[src/rtl/mem_port_arbiter_if.sv]
// Purpose : bundle of fetch port, data port and memory port signals
//           shared between the pipeline/memory side and mem_port_arbiter.
// Signals : if_req/if_addr/if_gnt/if_rvalid/if_rdata        fetch port
//           dm_req/dm_addr/dm_w_mask/dm_wdata/dm_gnt/
//           dm_rvalid/dm_rdata                              data port
//           mem_en/mem_addr/mem_w_mask/mem_wdata/mem_rdata  memory port
//           busy                                            transaction outstanding
// Modports: slave  - the arbiter
//           master - the pipeline and memory around it
interface mem_port_arbiter_if #(
    parameter int unsigned ADDR_W = 32,
    parameter int unsigned DATA_W = 64
);
    logic              if_req;
    logic [ADDR_W-1:0] if_addr;
    logic              if_gnt;
    logic              if_rvalid;
    logic [DATA_W-1:0] if_rdata;

    logic              dm_req;
    logic [ADDR_W-1:0] dm_addr;
    logic [7:0]        dm_w_mask;
    logic [DATA_W-1:0] dm_wdata;
    logic              dm_gnt;
    logic              dm_rvalid;
    logic [DATA_W-1:0] dm_rdata;

    logic              mem_en;
    logic [ADDR_W-1:0] mem_addr;
    logic [7:0]        mem_w_mask;
    logic [DATA_W-1:0] mem_wdata;
    logic [DATA_W-1:0] mem_rdata;

    logic              busy;

    modport slave (
        input  if_req, if_addr, dm_req, dm_addr, dm_w_mask, dm_wdata, mem_rdata,
        output if_gnt, if_rvalid, if_rdata, dm_gnt, dm_rvalid, dm_rdata,
               mem_en, mem_addr, mem_w_mask, mem_wdata, busy
    );

    modport master (
        output if_req, if_addr, dm_req, dm_addr, dm_w_mask, dm_wdata, mem_rdata,
        input  if_gnt, if_rvalid, if_rdata, dm_gnt, dm_rvalid, dm_rdata,
               mem_en, mem_addr, mem_w_mask, mem_wdata, busy
    );
endinterface

[src/rtl/mem_port_arbiter.sv]
// Purpose : shares one single-ported memory between the fetch port and the
//           data port. One transaction in flight; data wins by default, a
//           starvation counter forces a fetch grant after STARVE_MAX
//           consecutive data grants with a fetch waiting.
// Ports   : clk  - clock
//           rst  - asynchronous, active-high reset
//           bus  - mem_port_arbiter_if.slave (fetch, data and memory ports)
//           if_gnt/dm_gnt and mem_en/mem_addr/mem_w_mask/mem_wdata are
//           combinational from the issue decision; rdata/rvalid are registered.
module mem_port_arbiter #(
    parameter int unsigned ADDR_W     = 32,
    parameter int unsigned DATA_W     = 64,
    parameter int unsigned MEM_LAT    = 2,
    parameter int unsigned STARVE_MAX = 4
) (
    input  logic              clk,
    input  logic              rst,
    mem_port_arbiter_if.slave bus
);

    localparam int unsigned LAT_W = (MEM_LAT > 1) ? $clog2(MEM_LAT) : 1;
    localparam int unsigned STV_W = $clog2(STARVE_MAX + 1);

    localparam logic [1:0] S_IDLE = 2'd0;
    localparam logic [1:0] S_WAIT = 2'd1;
    localparam logic [1:0] S_RESP = 2'd2;

    logic [1:0]        r_state;
    logic [LAT_W-1:0]  r_lat_cnt;
    logic [STV_W-1:0]  r_starve_cnt;
    logic              r_win_if;
    logic              r_is_store;
    logic              r_if_rvalid;
    logic              r_dm_rvalid;
    logic [DATA_W-1:0] r_if_rdata;
    logic [DATA_W-1:0] r_dm_rdata;

    logic [1:0]        w_next_state;
    logic              w_if_gnt;
    logic              w_dm_gnt;
    logic              w_issue;
    logic              w_starved;
    logic [ADDR_W-1:0] w_mem_addr;
    logic [7:0]        w_mem_w_mask;
    logic [DATA_W-1:0] w_mem_wdata;

    assign w_starved = (r_starve_cnt == STV_W'(STARVE_MAX));
    assign w_issue   = w_if_gnt | w_dm_gnt;

    // Next state, arbitration and memory request mux.
    // Grants are gated by rst so every output stays low while reset is held.
    always_comb begin
        w_next_state = r_state;
        w_if_gnt     = 1'b0;
        w_dm_gnt     = 1'b0;
        w_mem_addr   = '0;
        w_mem_w_mask = '0;
        w_mem_wdata  = '0;

        case (r_state)
            S_IDLE, S_RESP: begin
                if (!rst) begin
                    if (bus.if_req && (!bus.dm_req || w_starved)) begin
                        w_if_gnt = 1'b1;
                    end else if (bus.dm_req) begin
                        w_dm_gnt = 1'b1;
                    end
                end
                w_next_state = (w_if_gnt || w_dm_gnt) ? S_WAIT : S_IDLE;
            end
            S_WAIT: begin
                if (r_lat_cnt == '0) begin
                    w_next_state = S_RESP;
                end
            end
            default: w_next_state = S_IDLE;
        endcase

        if (w_dm_gnt) begin
            w_mem_addr   = ADDR_W'(bus.dm_addr);
            w_mem_w_mask = bus.dm_w_mask;
            w_mem_wdata  = DATA_W'(bus.dm_wdata);
        end else if (w_if_gnt) begin
            w_mem_addr   = ADDR_W'(bus.if_addr);
        end
    end

    // State register.
    always_ff @(posedge clk or posedge rst) begin
        if (rst) begin
            r_state <= S_IDLE;
        end else begin
            r_state <= w_next_state;
        end
    end

    // Transaction bookkeeping, latency countdown and response capture.
    always_ff @(posedge clk or posedge rst) begin
        if (rst) begin
            r_lat_cnt    <= '0;
            r_starve_cnt <= '0;
            r_win_if     <= 1'b0;
            r_is_store   <= 1'b0;
            r_if_rvalid  <= 1'b0;
            r_dm_rvalid  <= 1'b0;
            r_if_rdata   <= '0;
            r_dm_rdata   <= '0;
        end else begin
            r_if_rvalid <= 1'b0;
            r_dm_rvalid <= 1'b0;

            if (w_issue) begin
                r_win_if   <= w_if_gnt;
                r_is_store <= w_dm_gnt && (bus.dm_w_mask != 8'h00);
                r_lat_cnt  <= LAT_W'(MEM_LAT - 1);
            end else if (r_state == S_WAIT) begin
                if (r_lat_cnt != '0) begin
                    r_lat_cnt <= r_lat_cnt - LAT_W'(1);
                end else if (r_win_if) begin
                    r_if_rdata  <= DATA_W'(bus.mem_rdata);
                    r_if_rvalid <= 1'b1;
                end else begin
                    // Stores complete with zero data.
                    r_dm_rdata  <= r_is_store ? '0 : DATA_W'(bus.mem_rdata);
                    r_dm_rvalid <= 1'b1;
                end
            end

            // Counts data grants taken while a fetch waits; saturates.
            if (w_if_gnt) begin
                r_starve_cnt <= '0;
            end else if (w_dm_gnt && bus.if_req && !w_starved) begin
                r_starve_cnt <= r_starve_cnt + STV_W'(1);
            end
        end
    end

    assign bus.if_gnt     = w_if_gnt;
    assign bus.dm_gnt     = w_dm_gnt;
    assign bus.mem_en     = w_issue;
    assign bus.mem_addr   = w_mem_addr;
    assign bus.mem_w_mask = w_mem_w_mask;
    assign bus.mem_wdata  = w_mem_wdata;
    assign bus.if_rvalid  = r_if_rvalid;
    assign bus.dm_rvalid  = r_dm_rvalid;
    assign bus.if_rdata   = r_if_rdata;
    assign bus.dm_rdata   = r_dm_rdata;
    assign bus.busy       = (r_state == S_WAIT);

endmodule

[src/flat_wrapper.sv]
// flat-port wrapper written by rule: the top's interface ports become plain ports
module mem_port_arbiter_flat 
#(
    parameter int unsigned ADDR_W     = 32,
    parameter int unsigned DATA_W     = 64,
    parameter int unsigned MEM_LAT    = 2,
    parameter int unsigned STARVE_MAX = 4
)
  (clk, rst, bus_if_req, bus_if_addr, bus_dm_req, bus_dm_addr, bus_dm_w_mask, bus_dm_wdata, bus_mem_rdata, bus_if_gnt, bus_if_rvalid, bus_if_rdata, bus_dm_gnt, bus_dm_rvalid, bus_dm_rdata, bus_mem_en, bus_mem_addr, bus_mem_w_mask, bus_mem_wdata, bus_busy);
  mem_port_arbiter_if #(.ADDR_W(ADDR_W), .DATA_W(DATA_W)) bus_i ();
  input  logic clk;
  input  logic rst;
  input wire logic [$bits(bus_i.if_req)-1:0] bus_if_req;
  input wire logic [$bits(bus_i.if_addr)-1:0] bus_if_addr;
  input wire logic [$bits(bus_i.dm_req)-1:0] bus_dm_req;
  input wire logic [$bits(bus_i.dm_addr)-1:0] bus_dm_addr;
  input wire logic [$bits(bus_i.dm_w_mask)-1:0] bus_dm_w_mask;
  input wire logic [$bits(bus_i.dm_wdata)-1:0] bus_dm_wdata;
  input wire logic [$bits(bus_i.mem_rdata)-1:0] bus_mem_rdata;
  output wire logic [$bits(bus_i.if_gnt)-1:0] bus_if_gnt;
  output wire logic [$bits(bus_i.if_rvalid)-1:0] bus_if_rvalid;
  output wire logic [$bits(bus_i.if_rdata)-1:0] bus_if_rdata;
  output wire logic [$bits(bus_i.dm_gnt)-1:0] bus_dm_gnt;
  output wire logic [$bits(bus_i.dm_rvalid)-1:0] bus_dm_rvalid;
  output wire logic [$bits(bus_i.dm_rdata)-1:0] bus_dm_rdata;
  output wire logic [$bits(bus_i.mem_en)-1:0] bus_mem_en;
  output wire logic [$bits(bus_i.mem_addr)-1:0] bus_mem_addr;
  output wire logic [$bits(bus_i.mem_w_mask)-1:0] bus_mem_w_mask;
  output wire logic [$bits(bus_i.mem_wdata)-1:0] bus_mem_wdata;
  output wire logic [$bits(bus_i.busy)-1:0] bus_busy;
  assign bus_i.if_req = bus_if_req;
  assign bus_i.if_addr = bus_if_addr;
  assign bus_i.dm_req = bus_dm_req;
  assign bus_i.dm_addr = bus_dm_addr;
  assign bus_i.dm_w_mask = bus_dm_w_mask;
  assign bus_i.dm_wdata = bus_dm_wdata;
  assign bus_i.mem_rdata = bus_mem_rdata;
  assign bus_if_gnt = bus_i.if_gnt;
  assign bus_if_rvalid = bus_i.if_rvalid;
  assign bus_if_rdata = bus_i.if_rdata;
  assign bus_dm_gnt = bus_i.dm_gnt;
  assign bus_dm_rvalid = bus_i.dm_rvalid;
  assign bus_dm_rdata = bus_i.dm_rdata;
  assign bus_mem_en = bus_i.mem_en;
  assign bus_mem_addr = bus_i.mem_addr;
  assign bus_mem_w_mask = bus_i.mem_w_mask;
  assign bus_mem_wdata = bus_i.mem_wdata;
  assign bus_busy = bus_i.busy;
  mem_port_arbiter #(.ADDR_W(ADDR_W), .DATA_W(DATA_W), .MEM_LAT(MEM_LAT), .STARVE_MAX(STARVE_MAX)) u_core (.clk(clk), .rst(rst), .bus(bus_i));
endmodule
[config.mk]
export PLATFORM = sky130hd
export DESIGN_NAME = mem_port_arbiter_flat
export DESIGN_NICKNAME = d
export VERILOG_FILES = /design/src/rtl/mem_port_arbiter_if.sv /design/src/rtl/mem_port_arbiter.sv /design/src/flat_wrapper.sv
export SDC_FILE = /design/constraint.sdc
export NUM_CORES = 1
export LEC_CHECK = 0
export CORE_AREA = 5 5 170 172
export DETAILED_ROUTE_END_ITERATION = 12
export DIE_AREA = 0 0 175 177
export GPL_TIMING_DRIVEN = 0
export PLACE_DENSITY = 0.64
export SYNTH_ARGS = -nofsm -noshare
export SYNTH_HDL_FRONTEND = slang
export SYNTH_SLANG_ARGS = --single-unit
export TNS_END_PERCENT = 1
[constraint.sdc]
create_clock -name clk -period 11.76 [get_ports clk]
set_clock_uncertainty 0.1 [all_clocks]
set_input_delay 2.352 -clock clk [delete_from_list [all_inputs] [get_ports clk]]
set_output_delay 2.352 -clock clk [all_outputs]
set_load 0.005 [all_outputs]
# [After elaboration in Yosys (flattened, before gate mapping)]
# Cells that the tools add are included.
[totals] memories=0 mem_bits_ro=0 mem_bits_rw=0 regBits=138 latch_bits=0 out_inout_bits=238 inputBits=204
[classes] n_bitwise=4 multipliers=0 div=0 eq_ne=4 n_lt_le_gt_ge=0 n_reduce_logical=15 muxes=30 addsub=2 n_shift=0
[ops] operator="$mux 64" n=2
[ops] operator="$mux 32" n=2
[ops] operator="$mux 1" n=21
[ops] operator="$mux 8" n=1
[ops] operator="$reduce_and 4->1" n=2
[ops] operator="$reduce_bool 8->1" n=1
[ops] operator="$mux 3" n=2
[ops] operator="$logic_and 1x1->1" n=4
[ops] operator="$pmux 2 s2" n=1
[ops] operator="$reduce_bool 2->1" n=2
[ops] operator="$add 3x1->3 const B" n=1
[ops] operator="$eq 3x3->1 const B" n=1
[ops] operator="$not 1->1" n=3
[ops] operator="$eq 2x1->1 const B" n=1
[ops] operator="$eq 2x2->1 const B" n=1
[ops] operator="$logic_not 1->1" n=2
[ops] operator="$logic_not 2->1" n=1
[ops] operator="$logic_or 1x1->1" n=2
[ops] operator="$mux 2" n=1
[ops] operator="$ne 2x2->1 const B" n=1
[ops] operator="$reduce_or 2->1" n=1
[ops] operator="$or 1x1->1" n=1
[ops] operator="$sub 1x1->1 const B" n=1

# [Longest topological paths before layout]
# Gate-level depths: netlist of the first run.
[depth] word_depth=11 mapped_depth=8 depth_no_buf=5

# [Worst setup path before layout of the first run]
# Ideal clock, no wire load.
[synth_path] path_kind="input -> output" from="input port rst" to="output port bus_mem_addr[24]" stages=4 path_slack_ps=5944 path_buffers=1 arrival_ps=3364 required_time_ps=9308 path_cell_list="or3b_2 nor2_4 buf_6 a22o_1"
[synth_between] elab_chain_len=5
[synth_rtl] element="start, declared" line="flat_wrapper.sv:12" source="input logic rst;"
[synth_rtl] element="$mux 1" line="mem_port_arbiter.sv:62" source="if (!rst) begin"
[synth_rtl] element="$mux 1 (2 in series)" line="mem_port_arbiter.sv:60" source="case (r_state)"
[synth_rtl] element="named net bus_if_gnt" line="flat_wrapper.sv:20" source="output wire logic [$bits(bus_i.if_gnt)-1:0] bus_if_gnt;"
[synth_rtl] element="$mux 32" line="mem_port_arbiter.sv:83" source="end else if (w_if_gnt) begin"
[synth_rtl] element="$mux 32" line="mem_port_arbiter.sv:79" source="if (w_dm_gnt) begin"
[synth_rtl] element="end, declared" line="flat_wrapper.sv:27" source="output wire logic [$bits(bus_i.mem_addr)-1:0] bus_mem_addr;"
# The timed path passes the listed nets, and every way through them passes these cells. The select of a mux whose other input is x is not followed.

# [Final worst setup path of the first run]
[layout_path] from="input port rst" to="output port bus_mem_addr[25]"
[layout_between] elab_chain_len=5
[layout_rtl] element="$mux 1" line="mem_port_arbiter.sv:62"
[layout_rtl] element="$mux 1 (2 in series)" line="mem_port_arbiter.sv:60"
[layout_rtl] element="$mux 32" line="mem_port_arbiter.sv:83"
[layout_rtl] element="$mux 32 *" line="mem_port_arbiter.sv:79"
# Every way passes the cells marked *; elsewhere a longest branch is shown, timed or not. The select of a mux whose other input is x is not followed.

==> results of run 1 <==
## power by group through the flow
stage                     combinational (mW)  sequential (mW)  clock [mW]
after global routing                    1.24            0.837       0.562
after floorplan                        0.410            0.822           0
after global placement                  1.15            0.808           0
after CTS                               1.17            0.810       0.542
after detailed placement                1.16            0.818           0
final                                   1.14            0.809       0.528
## sequential cells by signal (all words and copies together), names as in the netlist
signal                count
u_core.bus.dm_rvalid      1
u_core.r_state            2
u_core.bus.if_rdata      64
u_core.bus.dm_rdata      64
u_core.r_is_store         1
u_core.r_starve_cnt       3
u_core.r_lat_cnt          1
u_core.r_win_if           1
u_core.bus.if_rvalid      1
## kinds of logic (layout without fill, tap and decap cells)
group	after synthesis	after routing
buffers and inverters	49	523
AND/OR/NAND/NOR	216	216
adder cells (fa/ha/maj)	2	2
flip-flops	138	138
multiplexers	65	65
other	0	1
AO/OA/AOI/OAI	103	103
XOR/XNOR	1	1
## through the flow
| step | cells | instance area (sq um) | setup slack, ns | power (mW) | util |
|---|---|---|---|---|---|
| after floorplan | 574 | 6340 | 5.61 | 1.23 | - |
| after global placement | 1361 | 11200 | 3.26 | 1.96 | 0.410 |
| after detailed placement | 1362 | 11200 | 4.27 | 1.98 | 0.411 |
| after CTS | 1394 | 11800 | 4.27 | 2.52 | 0.432 |
| after global routing | 1395 | 11800 | 4.15 | 2.64 | 0.432 |
| final | 1395 | 11800 | 4.36 | 2.47 | 0.432 |
## area by class of cell
cell class / instances / share of cell area
sequential: 138 / 0.293
buffer: 43 / 0.0209
clock buffer: 17 / 0.0360
antenna: 1 / 0.000212
multi-input combinational: 387 / 0.222
timing repair buffer: 442 / 0.376
inverter: 6 / 0.00233
tap: 346 / 0.0367
clock inverter: 15 / 0.0127
## metal layers
| layer | vias up | wire, um | global-route usage |
|---|---|---|---|
| met5 | - | 0 | 0 |
| met3 | 39 | 2220 | 0.0598 |
| li1 | 2846 | - | - |
| met2 | 249 | 14500 | 0.313 |
| met4 | 0 | 845 | 0.0668 |
| met1 | 2831 | 10600 | 0.197 |
## placed cells by master (no fill, tap or decap), drive strengths merged
master	count
a21o	1
nor3b	1
clkdlybuf4s50	441
and3	1
nand2b	64
nor4bb	1
inv	16
o21ai	66
nand3	1
or3b	1
nor2	3
a22o	34
nor4	2
clkinvlp	1
a22oi	1
dfrtp	138
mux2	65
clkbuf	37
a21boi	1
clkinv	4
and2	73
xnor2	1
ha	2
buf	24
diode	1
or4b	1
nor2b	2
nand2	66
## critical path, delay by kind of cell
family / cells / cell delay [ns]
AND/OR/NAND/NOR: 2 / 0.33
AO/OA/AOI/OAI: 1 / 0.17
buffers and inverters: 5 / 2.09
## worst max path at each step
stage | from | to | slack (ns) | cells after the start
2_1_floorplan | rst | u_core.bus.dm_rdata[0] | 5.61 | 1
3_3_place_gp | rst | u_core.bus.if_rdata[15] | 3.26 | 2
3_5_place_dp | rst | bus_mem_addr[25] | 4.27 | 8
4_1_cts | rst | bus_mem_addr[25] | 4.27 | 8
5_1_grt | rst | bus_mem_addr[25] | 4.15 | 8
6_report | rst | bus_mem_addr[25] | 4.36 | 8
==> reports/results.ini, run 1 <==
[synthesis]
synth.most_common_cell=dfrtp_1
yosysSeqAreaShare=0.544
synth_top_family_by_area=simple AND/OR/NAND/NOR gates
ys_ff_latch=138
synthSimpleGateAreaFrac=0.190
syn_area_per_cell_sq_um=11.1
synth-compound-area-share=0.103
synth_common_cells=dfrtp_1, and2_1, nand2_1, mux2_2, nand2b_1
synthTopCellsByArea=dfrtp_1, mux2_2, and2_1
synthXorXnorAreaFrac=0.00138
synth_nets=780
syn_inst=574
yosys.area_share.adder=0.00394
synth_top_area_frac=0.544
yosysTopAreaCell=dfrtp_1
synth_cell_type_count=29
async_flop_share=1.00
ys.warnings.count=0
synth-main-ff-cell=dfrtp_1
syn_area_sq_um=6340
muxShareOfSynthArea=0.115
synth_edf_count=0

[sta]
fmax_mhz=135
whs_ns=0.378
period_minus_slack_ns=7.40
fin_setup_tns_ns=0
fin_crit_sh=0.630
slew_violations=0
rsz0062_at_grt=false
hold_violations=0
slew_headroom=0.556
tightest_slew_ns=0.667
setup_viol=0

[clock_network]
cts_sinks=138
insertion_delay_ns=0.43
clockBufferDepth=2
post-cts-setup-buffers=0
cts-root-buf=clkbuf_16
htreeDepth=4
numCtsBuffers=17
hold_buffers=0
cts_tree=done
cts-resized-gates=0
path_clk_slew_ns=0.06

[setup_path]
startpoint_type=input pin
cp.arrival_ns=4.95
crit_slowest_cell=clkdlybuf4s50_1
worstPathRequired_ns=9.31
worst-setup-path-type=input pin to output port
rr_worst_depth=5
cp_slowest_stage_delay_ns=0.68
reg2reg_slack_ns=9.90
crit_path_end_kind=output port
crit_fanout=10
path_cells=clkdlybuf4s50_1, nor2_1, and3_1, clkbuf_1, buf_2, buf_2, a22o_1, clkdlybuf4s50_1
timing.rr.start=u_core.r_state[0]
reg2reg_to=u_core.bus.if_rdata[25]

[layout]
drive_gt1_frac=0.123
final_nets=1241
multi_input_area_sq_um=2620
area_growth_pct=86.0
seq_area_sq_um=3450
fill_cells=2621

[status]
status=completed

[pwr]
swShare=0.322
ir_worst_vdd_uv=100
p_int_mw=1.68
power.density_nw_per_um2=209
power_switching_mw=0.797
pwr-share-clk=0.214
power_frac_comb=0.459
leakage_nw=4.89
pwr-share-seq=0.327

[worst_hold_path]
whs_endpoint=u_core.bus.dm_rdata[22]
worstHoldPathType=flop to flop
worstHoldStart=u_core.bus.dm_rdata[22]
holdPathStages=2

[floorplan]
dieArea_sq_um=31000
io_pins=442
fp.dieH_um=177
rows=61
core_area_sq_um=27300
start_util=0.232
die_w_um=175

[global_routing]
grt_usage=0.176
grt_pass1_vias=6259
grt_pass1_wl_mm=40.8
grt_max_degree=85
overflow=0
antenna_found_initial=1

[placement]
dpl.hpwl_mm=23.4
gp_congestion=0.826
port_buffers=441

[route]
route.detailed.drc=0
drtIter0Drc=329
vias=5965
wl_mm=28.2
via_per_inst=4.28
firstDrtPassIters=4
drtAntennaViolNets=0
wl_per_cell_um=20.2

[flow_run]
maxCapViolCount=0

Note: power is estimated with default switching activity, not from simulation.
==> run 2, diff against run 1 <==
--- a/config.mk
+++ b/config.mk
@@ -9,7 +9,7 @@
 export DETAILED_ROUTE_END_ITERATION = 12
 export DIE_AREA = 0 0 175 177
 export GPL_TIMING_DRIVEN = 0
-export PLACE_DENSITY = 0.64
+export PLACE_DENSITY = 0.66
 export SYNTH_ARGS = -nofsm -noshare
 export SYNTH_HDL_FRONTEND = slang
 export SYNTH_SLANG_ARGS = --single-unit
==> constraint.sdc (replaced) <==
create_clock -name clk -period 6.1 [get_ports clk]
set_clock_uncertainty 0.1 [all_clocks]
set_input_delay 1.22 -clock clk [delete_from_list [all_inputs] [get_ports clk]]
set_output_delay 1.22 -clock clk [all_outputs]
set_load 0.005 [all_outputs]
==> reports/results.ini, run 2 (synthesis gave the netlist of run 1 again) <==
[pwr]
power.density_nw_per_um2=403  ; was 209 nW/um^2
p_total_mw=4.75  ; was 2.47 mW
ir_worst_vdd_uv=189  ; was 100 uV
leakage_nw=4.89  ; about the same

[clock_network]
path_clk_slew_ns=0.06  ; about the same
post-cts-setup-buffers=0  ; unchanged
cts-root-buf=clkbuf_16  ; unchanged
htreeDepth=4  ; unchanged
clockBufferDepth=2  ; unchanged
cts_tree=done  ; unchanged
cts_sinks=138  ; unchanged
cts-resized-gates=0  ; unchanged
numCtsBuffers=17  ; unchanged
insertion_delay_ns=0.43  ; about the same
hold_buffers=0  ; unchanged

[worst_hold_path]
whs_endpoint=u_core.bus.dm_rdata[41]  ; was u_core.bus.dm_rdata[22]
holdPathStages=2  ; unchanged
worstHoldPathType=flop to flop  ; unchanged
worstHoldStart=u_core.bus.dm_rdata[41]  ; was u_core.bus.dm_rdata[22]

[route]
drtAntennaViolNets=0  ; unchanged
wl_per_cell_um=20.1  ; was 20.2 um
drtIter0Drc=257  ; was 329
wl_mm=28.0  ; was 28.2 mm
route.detailed.drc=0  ; unchanged
vias=5982  ; was 5965
via_per_inst=4.29  ; was 4.28
firstDrtPassIters=4  ; unchanged

[setup_path]
startpoint_type=input pin  ; unchanged
timing.rr.start=u_core.r_state[0]  ; unchanged
worstPathRequired_ns=4.78  ; was 9.31 ns
reg2reg_to=u_core.bus.if_rdata[30]  ; was u_core.bus.if_rdata[25]
worst-setup-path-type=input pin to output port  ; unchanged
crit_fanout=10  ; unchanged
cp.arrival_ns=3.86  ; was 4.95 ns
crit_path_end_kind=output port  ; unchanged
reg2reg_slack_ns=4.21  ; was 9.90 ns
rr_worst_depth=5  ; unchanged

[floorplan]
io_pins=442  ; unchanged
core_area_sq_um=27300  ; unchanged
die_w_um=175  ; unchanged
fp.dieH_um=177  ; unchanged
rows=61  ; unchanged
dieArea_sq_um=31000  ; unchanged
start_util=0.232  ; unchanged

[sta]
fin_crit_sh=0.849
fin_setup_tns_ns=0  ; unchanged
slew_violations=0  ; unchanged
setup_viol=0  ; unchanged
period_minus_slack_ns=5.18
slew_headroom=0.584  ; was 0.556
rsz0062_at_grt=false  ; unchanged
tightest_slew_ns=0.624  ; was 0.667 ns
hold_violations=0  ; unchanged
fmax_mhz=193

[layout]
finish.utilization=0.432  ; about the same
final_area_sq_um=11800  ; about the same
final_common_cell=clkdlybuf4s50_1  ; unchanged
final_nets=1241  ; unchanged
drive_gt1_frac=0.123  ; unchanged
layout_common_cells=clkdlybuf4s50_1, dfrtp_1, and2_1  ; unchanged
area_growth_pct=86.0  ; about the same

[placement]
placed_cell_area_sq_um=11200  ; unchanged
gp_congestion=0.812  ; was 0.826
port_buffers=441  ; unchanged
dpl.hpwl_mm=23.2  ; was 23.4 mm

[global_routing]
grt_pass1_wl_mm=41.2  ; was 40.8 mm
grt_max_degree=90  ; was 85
grt_pass1_vias=6443  ; was 6259
overflow=0  ; unchanged
antenna_found_initial=1  ; unchanged
grt_usage=0.177  ; was 0.176

[status]
status=completed  ; unchanged

[flow_run]
maxCapViolCount=0  ; unchanged

-- run 2: final cells by class --
| class | instances | area, sq um |
|---|---|---|
| diodes | 1 | 2.50 |
| plain buffers | 43 | 246 |
| clock buffers | 17 | 425 |
| clock inverters | 15 | 146 |
| fillers | 2633 | 15500 |
| inverters | 6 | 27.5 |
| multi-input cells | 387 | 2620 |
| flip-flops and latches | 138 | 3450 |
| well taps | 346 | 433 |
| repair buffers | 442 | 4440 |
-- run 2: worst max path at each step --
stage                     startpoint                      end
final                            rst         bus_mem_addr[26]
after global routing             rst         bus_mem_addr[26]
after CTS                        rst         bus_mem_addr[26]
after detailed placement         rst         bus_mem_addr[26]
after global placement           rst  u_core.bus.if_rdata[34]
after floorplan                  rst   u_core.bus.dm_rdata[0]
-- run 2: report_power, final --
group	total (mW)	internal, mW	switching, mW
sequential	1.56	1.33	0.222
clock	1.02	0.545	0.472
combinational	2.18	1.35	0.827
-- run 2: metrics by stage --
stage	hold slack (ns)	setup slack, ns	cells
3_5_place_dp	0.370	0.790	1362
5_1_grt	0.394	0.703	1395
2_1_floorplan	0.365	1.08	574
3_3_place_gp	0.362	-1.28	1361
4_1_cts	0.384	0.787	1394
6_report	0.377	0.922	1395
-- run 2: routing by layer --
layer  track usage  up-vias  wire length (um)  share of wire
met4        0.0625        0               713          0.025
met3        0.0583       30              2290          0.082
met1         0.194     2832             10400           0.37
li1              -     2855                 -              -
met5             0        -                 0              0
met2         0.321      265             14600           0.52
-- run 2: worst max-delay path, cell delays in order --
cell and delay [ns]:
clkdlybuf4s50_1 0.52, nor2_1 0.15, and3_1 0.17, clkbuf_1 0.31, buf_2 0.31, buf_2 0.29, a22o_1 0.18, clkdlybuf4s50_1 0.68
==> run 3, diff against run 2 <==
--- a/config.mk
+++ b/config.mk
@@ -9,7 +9,7 @@
 export DETAILED_ROUTE_END_ITERATION = 12
 export DIE_AREA = 0 0 175 177
 export GPL_TIMING_DRIVEN = 0
-export PLACE_DENSITY = 0.66
+export PLACE_DENSITY = 0.64
 export SYNTH_ARGS = -nofsm -noshare
 export SYNTH_HDL_FRONTEND = slang
 export SYNTH_SLANG_ARGS = --single-unit
==> constraint.sdc (replaced) <==
create_clock -name clk -period 5 [get_ports clk]
set_clock_uncertainty 0.1 [all_clocks]
set_input_delay 1 -clock clk [delete_from_list [all_inputs] [get_ports clk]]
set_output_delay 1 -clock clk [all_outputs]
set_load 0.005 [all_outputs]
==> results of run 3 <==
The final DEF is identical to that of run 1. Status: completed.
Main changes from that run: setup slack after placement 4.27 ns -> 0.214 ns; setup slack after layout 4.36 ns -> 0.301 ns; register-to-register setup slack 9.90 ns -> 3.14 ns; total power 2.47 mW -> 5.81 mW; worst IR drop on VDD 100 uV -> 235 uV
